--- src/rtl/ire_pulse_sequencer.sv ---
// ire_pulse_sequencer: IRE session controller for the pulse-train trigger driver.
// It arms the driver, turns each trigger rising edge into one fixed-width HV
// pulse followed by a dead time, and counts pulses up to a target. It also
// faults when the wait for a trigger goes on too long.
//
// Ports:
//   i_clk, i_rst        clock, synchronous active-high reset
//   i_start, i_abort    one-cycle session start / abort (abort also clears FAULT)
//   i_trig              driver done (level or pulse, edge-detected here)
//   i_cfg_target        pulses per session
//   i_cfg_pw            pulse width in cycles
//   i_cfg_dead          dead time in cycles
//   i_cfg_timeout       trigger-wait limit in cycles, 0 = no limit
//   o_drv_en            trigger driver enable
//   o_pulse_out         HV pulse gate
//   o_busy              session active
//   o_session_done      one-cycle pulse on normal completion
//   o_cfg_err           one-cycle pulse when start is rejected
//   o_err_timeout       high while faulted
//   o_pulses_sent       pulses delivered in the current/last session
//   o_missed_trig       triggers ignored during pulse/dead time (saturating)
module ire_pulse_sequencer #(
    parameter int CNT_W = 10,
    parameter int PW_W  = 16,
    parameter int TO_W  = 32
) (
    input  logic             i_clk,
    input  logic             i_rst,
    input  logic             i_start,
    input  logic             i_abort,
    input  logic             i_trig,
    input  logic [CNT_W-1:0] i_cfg_target,
    input  logic [PW_W-1:0]  i_cfg_pw,
    input  logic [PW_W-1:0]  i_cfg_dead,
    input  logic [TO_W-1:0]  i_cfg_timeout,
    output logic             o_drv_en,
    output logic             o_pulse_out,
    output logic             o_busy,
    output logic             o_session_done,
    output logic             o_cfg_err,
    output logic             o_err_timeout,
    output logic [CNT_W-1:0] o_pulses_sent,
    output logic [7:0]       o_missed_trig
);

    typedef enum logic [2:0] {
        S_IDLE,
        S_ARM,
        S_WAIT,
        S_PULSE,
        S_DEAD,
        S_DONE,
        S_FAULT
    } state_t;

    state_t           r_state;
    logic             r_trig_q;
    logic [CNT_W-1:0] r_target;
    logic [PW_W-1:0]  r_pw;
    logic [PW_W-1:0]  r_dead;
    logic [TO_W-1:0]  r_timeout;
    logic [PW_W-1:0]  r_cnt;
    logic [TO_W-1:0]  r_to_cnt;
    logic [CNT_W-1:0] r_pulses;
    logic [7:0]       r_missed;

    state_t           w_nxt_state;
    logic [CNT_W-1:0] w_nxt_target;
    logic [PW_W-1:0]  w_nxt_pw;
    logic [PW_W-1:0]  w_nxt_dead;
    logic [TO_W-1:0]  w_nxt_timeout;
    logic [PW_W-1:0]  w_nxt_cnt;
    logic [TO_W-1:0]  w_nxt_to_cnt;
    logic [CNT_W-1:0] w_nxt_pulses;
    logic [7:0]       w_nxt_missed;
    logic             w_cfg_err;
    logic             w_rise;
    logic             w_cfg_ok;
    logic [CNT_W-1:0] w_pulses_inc;
    logic [TO_W-1:0]  w_to_inc;
    logic [PW_W-1:0]  w_cnt_inc;
    logic [7:0]       w_missed_inc;
    logic             w_nxt_busy;

    assign w_rise       = i_trig & ~r_trig_q;
    assign w_cfg_ok     = (i_cfg_target != '0) && (i_cfg_pw != '0);
    assign w_pulses_inc = r_pulses + 1'b1;
    assign w_to_inc     = r_to_cnt + 1'b1;
    assign w_cnt_inc    = r_cnt + 1'b1;
    // Missed-trigger count sticks at 255 instead of wrapping.
    assign w_missed_inc = (r_missed == 8'hFF) ? r_missed : r_missed + 8'd1;

    always_comb begin
        w_nxt_state   = r_state;
        w_nxt_target  = r_target;
        w_nxt_pw      = r_pw;
        w_nxt_dead    = r_dead;
        w_nxt_timeout = r_timeout;
        w_nxt_cnt     = r_cnt;
        w_nxt_to_cnt  = r_to_cnt;
        w_nxt_pulses  = r_pulses;
        w_nxt_missed  = r_missed;
        w_cfg_err     = 1'b0;

        unique case (r_state)
            S_IDLE: begin
                // Abort wins over a simultaneous start.
                if (!i_abort && i_start) begin
                    if (w_cfg_ok) begin
                        w_nxt_target  = i_cfg_target;
                        w_nxt_pw      = i_cfg_pw;
                        w_nxt_dead    = i_cfg_dead;
                        w_nxt_timeout = i_cfg_timeout;
                        w_nxt_pulses  = '0;
                        w_nxt_missed  = '0;
                        w_nxt_to_cnt  = '0;
                        w_nxt_cnt     = '0;
                        w_nxt_state   = S_ARM;
                    end else begin
                        w_cfg_err = 1'b1;
                    end
                end
            end

            S_ARM: begin
                // Any edge seen here is stale driver output and is dropped.
                if (i_abort) begin
                    w_nxt_state = S_IDLE;
                end else begin
                    w_nxt_to_cnt = '0;
                    w_nxt_state  = S_WAIT;
                end
            end

            S_WAIT: begin
                if (i_abort) begin
                    w_nxt_state = S_IDLE;
                end else if (w_rise) begin
                    w_nxt_to_cnt = '0;
                    w_nxt_cnt    = {{(PW_W-1){1'b0}}, 1'b1};
                    w_nxt_state  = S_PULSE;
                end else if ((r_timeout != '0) && (w_to_inc == r_timeout)) begin
                    w_nxt_state = S_FAULT;
                end else begin
                    w_nxt_to_cnt = w_to_inc;
                end
            end

            S_PULSE: begin
                if (i_abort) begin
                    // Truncated pulse is not counted.
                    w_nxt_state = S_IDLE;
                end else begin
                    if (w_rise) begin
                        w_nxt_missed = w_missed_inc;
                    end
                    // r_cnt runs 1..pw; the cycle with r_cnt == pw is the last.
                    if (r_cnt == r_pw) begin
                        w_nxt_pulses = w_pulses_inc;
                        if (w_pulses_inc == r_target) begin
                            w_nxt_state = S_DONE;
                        end else if (r_dead == '0) begin
                            w_nxt_to_cnt = '0;
                            w_nxt_state  = S_WAIT;
                        end else begin
                            w_nxt_cnt   = {{(PW_W-1){1'b0}}, 1'b1};
                            w_nxt_state = S_DEAD;
                        end
                    end else begin
                        w_nxt_cnt = w_cnt_inc;
                    end
                end
            end

            S_DEAD: begin
                if (i_abort) begin
                    w_nxt_state = S_IDLE;
                end else begin
                    if (w_rise) begin
                        w_nxt_missed = w_missed_inc;
                    end
                    if (r_cnt == r_dead) begin
                        w_nxt_to_cnt = '0;
                        w_nxt_state  = S_WAIT;
                    end else begin
                        w_nxt_cnt = w_cnt_inc;
                    end
                end
            end

            S_DONE: begin
                w_nxt_state = S_IDLE;
            end

            S_FAULT: begin
                // Only abort leaves FAULT; start is ignored here.
                if (i_abort) begin
                    w_nxt_state = S_IDLE;
                end
            end

            default: begin
                w_nxt_state = S_IDLE;
            end
        endcase
    end

    assign w_nxt_busy = (w_nxt_state == S_ARM)   ||
                        (w_nxt_state == S_WAIT)  ||
                        (w_nxt_state == S_PULSE) ||
                        (w_nxt_state == S_DEAD);

    always_ff @(posedge i_clk) begin
        if (i_rst) begin
            r_state        <= S_IDLE;
            r_trig_q       <= 1'b0;
            r_target       <= '0;
            r_pw           <= '0;
            r_dead         <= '0;
            r_timeout      <= '0;
            r_cnt          <= '0;
            r_to_cnt       <= '0;
            r_pulses       <= '0;
            r_missed       <= '0;
            o_drv_en       <= 1'b0;
            o_pulse_out    <= 1'b0;
            o_busy         <= 1'b0;
            o_session_done <= 1'b0;
            o_cfg_err      <= 1'b0;
            o_err_timeout  <= 1'b0;
        end else begin
            r_state        <= w_nxt_state;
            r_trig_q       <= i_trig;
            r_target       <= w_nxt_target;
            r_pw           <= w_nxt_pw;
            r_dead         <= w_nxt_dead;
            r_timeout      <= w_nxt_timeout;
            r_cnt          <= w_nxt_cnt;
            r_to_cnt       <= w_nxt_to_cnt;
            r_pulses       <= w_nxt_pulses;
            r_missed       <= w_nxt_missed;
            // Outputs are decoded from the next state so they line up
            // with the state register and come straight from flops.
            o_drv_en       <= w_nxt_busy;
            o_busy         <= w_nxt_busy;
            o_pulse_out    <= (w_nxt_state == S_PULSE);
            o_session_done <= (w_nxt_state == S_DONE);
            o_err_timeout  <= (w_nxt_state == S_FAULT);
            o_cfg_err      <= w_cfg_err;
        end
    end

    assign o_pulses_sent = r_pulses;
    assign o_missed_trig = r_missed;

endmodule

--- config.mk ---
export PLATFORM = sky130hd
export DESIGN_NAME = ire_pulse_sequencer
export DESIGN_NICKNAME = d
export VERILOG_FILES = /design/src/rtl/ire_pulse_sequencer.sv
export SDC_FILE = /design/constraint.sdc
export NUM_CORES = 1
export LEC_CHECK = 0
export CAP_MARGIN = 20
export CORE_AREA = 3 3 187 189
export DETAILED_ROUTE_END_ITERATION = 10
export DIE_AREA = 0 0 190 192
export GPL_ROUTABILITY_DRIVEN = 0
export PLACE_DENSITY = 0.52
export SYNTH_ARGS = -nofsm -noshare
export SYNTH_HDL_FRONTEND = slang
export SYNTH_SLANG_ARGS = --single-unit
--- constraint.sdc ---
create_clock -name i_clk -period 10.3 [get_ports i_clk]
set_input_delay 1.545 -clock i_clk [delete_from_list [all_inputs] [get_ports i_clk]]
set_output_delay 1.545 -clock i_clk [all_outputs]
set_load 0.03 [all_outputs]
==> out/metrics.cfg, run 1 <==
[cts]
cts_root_buf=clkbuf_16
clock_sinks=149
clockBufferDepth=2
cts_buffers=17
cts_tree=yes
clkTransAtPathRegs_ns=0.06
cts_max_level=4
cts_setup_buffers=0
insertion_delay_ns=0.43
hold_buffers=0
cts.repair.resized=0

[setup_path]
cp-start-kind=input pin
crit_required_ns=10.62
path_cells=clkdlybuf4s50_1, nor2b_1, or3_1, a311o_1, nor4_1, nand4_1, a2111o_1, nor3b_4, buf_4, a41o_1
critPathSlowestCell=or3_1
cp-startpoint=i_trig
r2r-start=r_to_cnt[0]
crit_arrival_ns=4.72
critPathMaxStageDelay_ns=0.65
path_max_fanout=18
worstSetupEndpointType=register
path_class=in -> reg

[route]
post-route-drc-count=0
viasPerCell=4.99
first_pass_iters=4
dr.first_iter.drc_count=471
drt_wl_total_um=25700
vias=7852
drtAntennaViolNets=0
wl_per_cell_um=16.3

[placed_design]
dp_hpwl_um=18300
dpl.cell_count=1542
port_buffers=102

[synth]
post-synth-top-area-cell=dfxtp_1
synth_warnings=0
ys_seq_area_share_pct=35.9
synthArstFlopShare_pct=0
synth.distinct_cells=72
synth_fp_nets=1154
synth.avg_cell_area_sq_um=7.76
synthFlopType=dfxtp_1
synth_edf_count=0
synth-seq-cells=149
synth_top_area_share_pct=35.9
syn_inst=1071
ys_top_cells_by_area=dfxtp_1 (36%), nand2_1 (8.9%), xnor2_1 (6.2%)
synth_area_sq_mm=0.00832

[sta]
hold_viol=0
fin_skew_ns=0.00959
rsz0062_at_grt=no
worst_slew_pin_slew_ns=1.11
fmax_mhz=227
maxSlewHeadroom_pct=24.0
drv_slew=0
finalCriticalPeriod_ns=4.40
setup_viol_count_final=0
finalCritPeriodShare_pct=42.7
fin_tns_setup_ns=0

[power_and_ir_drop]
switchingPower_mw=0.349
p_sw_share_pct=24.9
vdd_drop_max_v=0.000104
p_per_area_mw_per_mm2=138
p_int_mw=1.05
power.leakage_nw=3.39
pwr-share-seq_pct=43.4
combinationalPowerShare_pct=10.6
pwr-share-clk_pct=45.9

[floorplanning]
die_y_um=192
io-pin-count=103
core_sq_mm=0.0334
dieArea_sq_mm=0.0365
rows=67
start_util_pct=24.9
die_w_um=190

[layout]
layout_commonest_cell=nand2_1
drive_gt1_share_pct=4.53
nFillCells=3609
multiInputGateArea_sq_mm=0.00490
register_area_sq_mm=0.00298
final_cell_count_no_fill=1573
area_growth_pct=22.6
final_util_pct=30.5
nets=1196
final_cell_mix=nand2_1 (197), dfxtp_1 (149), clkdlybuf4s50_1 (101)
n_antenna_cell=0

[grt]
grt_max_degree=78
overflow=0
grt_pass1_vias=7653
grt_usage_pct=14.1
grt_pass1_wl_um=41600
antenna_found_initial=0

[run]
max_cap_viol_count=0

[worst_hold_path]
hp-start=r_pw[9]
hold_path_class=reg -> reg

[status]
status=finished clean

[cell usage after synthesis, drive strengths merged, types with 4 or more instances]
cell,number
clkbuf,63
a21oi,94
nand3,39
xnor2,59
o2111ai,4
nor4,36
nor2b,4
o21ai,22
a32o,22
nor3b,11
nor2,63
ha,4
a211oi,7
or3,7
dfxtp,149
and3,13
a311oi,8
and4,9
o211ai,16
or4,8
mux2i,4
nand2,197
nand3b,5
xor2,47
inv,17
buf,24
nand2b,6
nand4,39
nor3,38
and2,5
[registers in the layout, summed over array words and instances (netlist names), 3 cells and up]
signal and cells:
r_target 10, o_missed_trig 8, r_timeout 32, r_cnt 16
r_dead 16, r_to_cnt 32, o_pulses_sent 10, r_state 3
r_pw 16
[path summary, 6_finish.rpt]
kind             endpoint  depth (start not counted)  slack (ns)
min               r_pw[9]                          2        0.47
max          r_to_cnt[18]                         10        5.90
max reg2reg  r_to_cnt[18]                         11        5.92
min reg2reg       r_pw[9]                          2        0.47
[power groups by stage]
stage / Combinational, mW / Clock, mW / Sequential, mW
2_1_floorplan: 0.0891 / 0 / 0.616
4_1_cts: 0.151 / 0.662 / 0.610
3_5_place_dp: 0.150 / 0 / 0.623
3_3_place_gp: 0.150 / 0 / 0.623
5_1_grt: 0.166 / 0.689 / 0.612
6_report: 0.149 / 0.645 / 0.610
[cell type report]
| cell class | count | area share, % |
|---|---|---|
| clock inverter | 10 | 1.46 |
| clock buffer | 21 | 4.52 |
| inverter | 17 | 0.626 |
| sequential | 149 | 29.3 |
| multi-input combinational | 818 | 48.0 |
| tap | 448 | 5.50 |
| timing repair buffer | 110 | 10.6 |
[cells by family (layout without fill, tap and decap cells)]
kind of cell    Yosys count  in the layout  share of synthesized area [%]
fa+ha+maj                 4              4                          0.602
xor+xnor                107            107                           11.4
buf+inv                 104            158                           5.36
mux                       4              4                          0.482
compound gates          210            210                           16.8
simple gates            493            493                           29.4
flops                   149            149                           35.9
[critical path, delay by kind of cell]
kind / cells / cell delay [ns]
buf+inv: 2 / 0.72
compound gates: 3 / 1.08
simple gates: 5 / 1.36
[layer usage]
layer  global-route usage (%)  vias to the layer above  wire [um]
met5                        0                        -          0
met4                     4.18                        0        438
met3                     2.39                       25        818
met2                     24.6                      144      12900
met1                     17.7                     3764      11600
li1                         -                     3919          -
[metrics by stage]
step	worst slack, ns	instance area (sq um)	power [mW]	hold slack (ns)
after floorplan	6.50	8320	0.705	0.437
after global placement	5.50	9580	0.773	0.460
after detailed placement	5.51	9580	0.774	0.463
after CTS	5.94	10200	1.42	0.472
after global routing	5.74	10200	1.47	0.492
final	5.90	10200	1.40	0.469
(Power assumes the default switching activity.)
==> run 2: changes to the inputs <==
- PLACE_DENSITY: 0.52 -> 0.53
- clock period: 10.3 -> 3.7 ns (I/O delays scaled with it)
==> out/metrics.cfg, run 2 (synthesized netlist as in run 1, its figures left out) <==
[sta]
worst_slew_pin_slew_ns=0.628  ; -0.483 ns
holdWs_ns=0.468  ; -0.00155 ns
setup_ws_ns=0.144  ; -5.76 ns
fmax_mhz=281
rsz0062_at_grt=no
hold_viol=0  ; unchanged
fin_skew_ns=0.00897  ; -0.000629 ns
drv_slew=0  ; unchanged
fin_tns_setup_ns=0  ; unchanged
finalCritPeriodShare_pct=96.1
maxSlewHeadroom_pct=58.1  ; +34 points
finalCriticalPeriod_ns=3.56
setup_viol_count_final=0  ; unchanged

[power_and_ir_drop]
p_int_mw=2.93  ; +180%
combinationalPowerShare_pct=10.8  ; +0.2 points
p_per_area_mw_per_mm2=380  ; +180%
power.leakage_nw=3.53  ; +4.0%
switchingPower_mw=1.02  ; +190%
p_sw_share_pct=25.8  ; +0.91 points
pwr-share-seq_pct=43.0  ; -0.4 points
pwr-share-clk_pct=46.2  ; +0.3 points
vdd_drop_max_v=0.000269  ; +160%

[floorplanning]
start_util_pct=24.9  ; unchanged
dieArea_sq_mm=0.0365  ; unchanged
io-pin-count=103  ; unchanged
die_y_um=192  ; unchanged
die_w_um=190  ; unchanged
rows=67  ; unchanged
core_sq_mm=0.0334  ; unchanged

[route]
wl_per_cell_um=16.5  ; +1.4%
viasPerCell=4.99  ; about the same
drtAntennaViolNets=0  ; unchanged
dr.first_iter.drc_count=527  ; +12%
first_pass_iters=5  ; +1
post-route-drc-count=0  ; unchanged
drt_wl_total_um=26400  ; +2.8%
vias=7971  ; +1.5%

[setup_path]
cpMostUsedCell=or4_1
path_class=reg -> reg
cp-start-kind=register
critPathSlowestCell=or4_1
r2r-start=r_to_cnt[9]
r2r-end=o_busy
path_max_fanout=20  ; +2
reg2reg_slack_ns=0.14  ; -5.78 ns
crit_required_ns=4.01  ; -6.61 ns
worstSetupEndpointType=register
crit_arrival_ns=3.87  ; -0.85 ns
ff2ff_path_depth=10  ; -1
critPathMaxStageDelay_ns=0.69  ; +0.04 ns
path_cells=nand4_1, or4_1, or4_1, xnor2_1, a211oi_1, o2111ai_1, a2111o_1, buf_4, o211a_1, a22o_1

[layout]
nets=1219  ; +1.9%
drive_gt1_share_pct=6.53  ; +2.0 points
n_antenna_cell=0  ; unchanged
final_cell_mix=nand2_1 (197), dfxtp_1 (149), clkdlybuf4s50_1 (101)
register_area_sq_mm=0.00298  ; unchanged
multiInputGateArea_sq_mm=0.00489  ; about the same
layout_commonest_cell=nand2_1
nFillCells=3579  ; -0.83%
final_cell_count_no_fill=1596  ; +1.5%
area_growth_pct=25.1
final_area_sq_mm=0.0104  ; +2.1%
top_regs=r_timeout x32, r_to_cnt x32

[grt]
grt_pass1_vias=7978  ; +4.2%
overflow=0  ; unchanged
antenna_found_initial=0  ; unchanged
grt_pass1_wl_um=43300  ; +4.2%
grt_max_degree=60  ; -23%
grt_usage_pct=14.7  ; +0.61 points

[cts]
cts_root_buf=clkbuf_16
clock_sinks=149  ; unchanged
clockBufferDepth=2  ; unchanged
cts_setup_buffers=0  ; unchanged
cts_max_level=4  ; unchanged
insertion_delay_ns=0.43  ; about the same
cts_tree=yes
cts_buffers=17  ; unchanged
clkTransAtPathRegs_ns=0.07  ; about the same
cts.repair.resized=0  ; unchanged
hold_buffers=0  ; unchanged

[placed_design]
dp_hpwl_um=19100  ; +4.3%
placed_area_sq_mm=0.00979  ; +2.2%
dpl.cell_count=1565  ; +1.5%
place_ws_ns=0.201  ; -5.30 ns
port_buffers=102  ; unchanged

[worst_hold_path]
hold_path_class=reg -> reg
hp-start=r_target[3]
worstHoldEndpoint=r_target[3]
hold_depth=2  ; unchanged

[status]
status=finished clean

[run]
max_cap_viol_count=0  ; unchanged

[run 2: cell types whose count changed in the layout (fill, tap and decap cells not counted)]
cell,previous run,this run
buf_4,9,29
buf_12,0,3
clkbuf_1,2,0
inv_6,1,3
clkbuf_8,2,1
clkinv_2,0,1
clkinv_4,4,5
clkinvlp_4,2,1
nor2_1,61,62
nor2_2,1,0
[run 2: metal layers]
metal  up-vias  GRT usage (%)  routed length, um
li1       3957              -                  -
met1      3789           18.8              11700
met2       191           25.2              13100
met3        34           2.59               1080
met4         0           4.38                539
met5         -              0                  0
[run 2: power by group through the flow]
stage / registers (mW) / clock network, mW / logic [mW]
after detailed placement: 1.74 / 0 / 0.430
after floorplan: 1.71 / 0 / 0.248
after CTS: 1.70 / 1.87 / 0.432
final: 1.70 / 1.83 / 0.425
after global placement: 1.73 / 0 / 0.430
after global routing: 1.70 / 1.93 / 0.474
[run 2: critical path, delay by kind of cell, from the launching register on]
kind,cells,cell delay (ns)
AO/OA/AOI/OAI,5,1.07
AND/OR/NAND/NOR,3,1.51
buffers and inverters,1,0.23
XOR/XNOR,1,0.15
flip-flops,1,0.48
[run 2: per-stage QoR]
stage	utilization [%]	total power, mW
floorplan	-	1.96
global placement	29.3	2.16
detailed placement	29.3	2.17
CTS	31.1	4.00
global route	31.1	4.11
finish	31.1	3.95
[run 2: how the worst max path moves through the flow]
stage	startpoint	end	slack, ns
final	r_to_cnt[9]	o_busy	0.14
after CTS	r_to_cnt[9]	r_to_cnt[18]	0.17
after global routing	r_to_cnt[9]	o_busy	0.03
after floorplan	r_to_cnt[0]	r_to_cnt[18]	0.39
after global placement	r_to_cnt[9]	r_to_cnt[18]	0.25
after detailed placement	r_to_cnt[9]	r_to_cnt[18]	0.20
[run 2: final cells by class]
cell class	count	share of cell area, %
sequential	149	28.7
clock inverter	13	1.66
timing repair buffer	133	12.4
multi-input combinational	818	47.1
inverter	17	0.613
tap	448	5.39
clock buffer	18	4.22
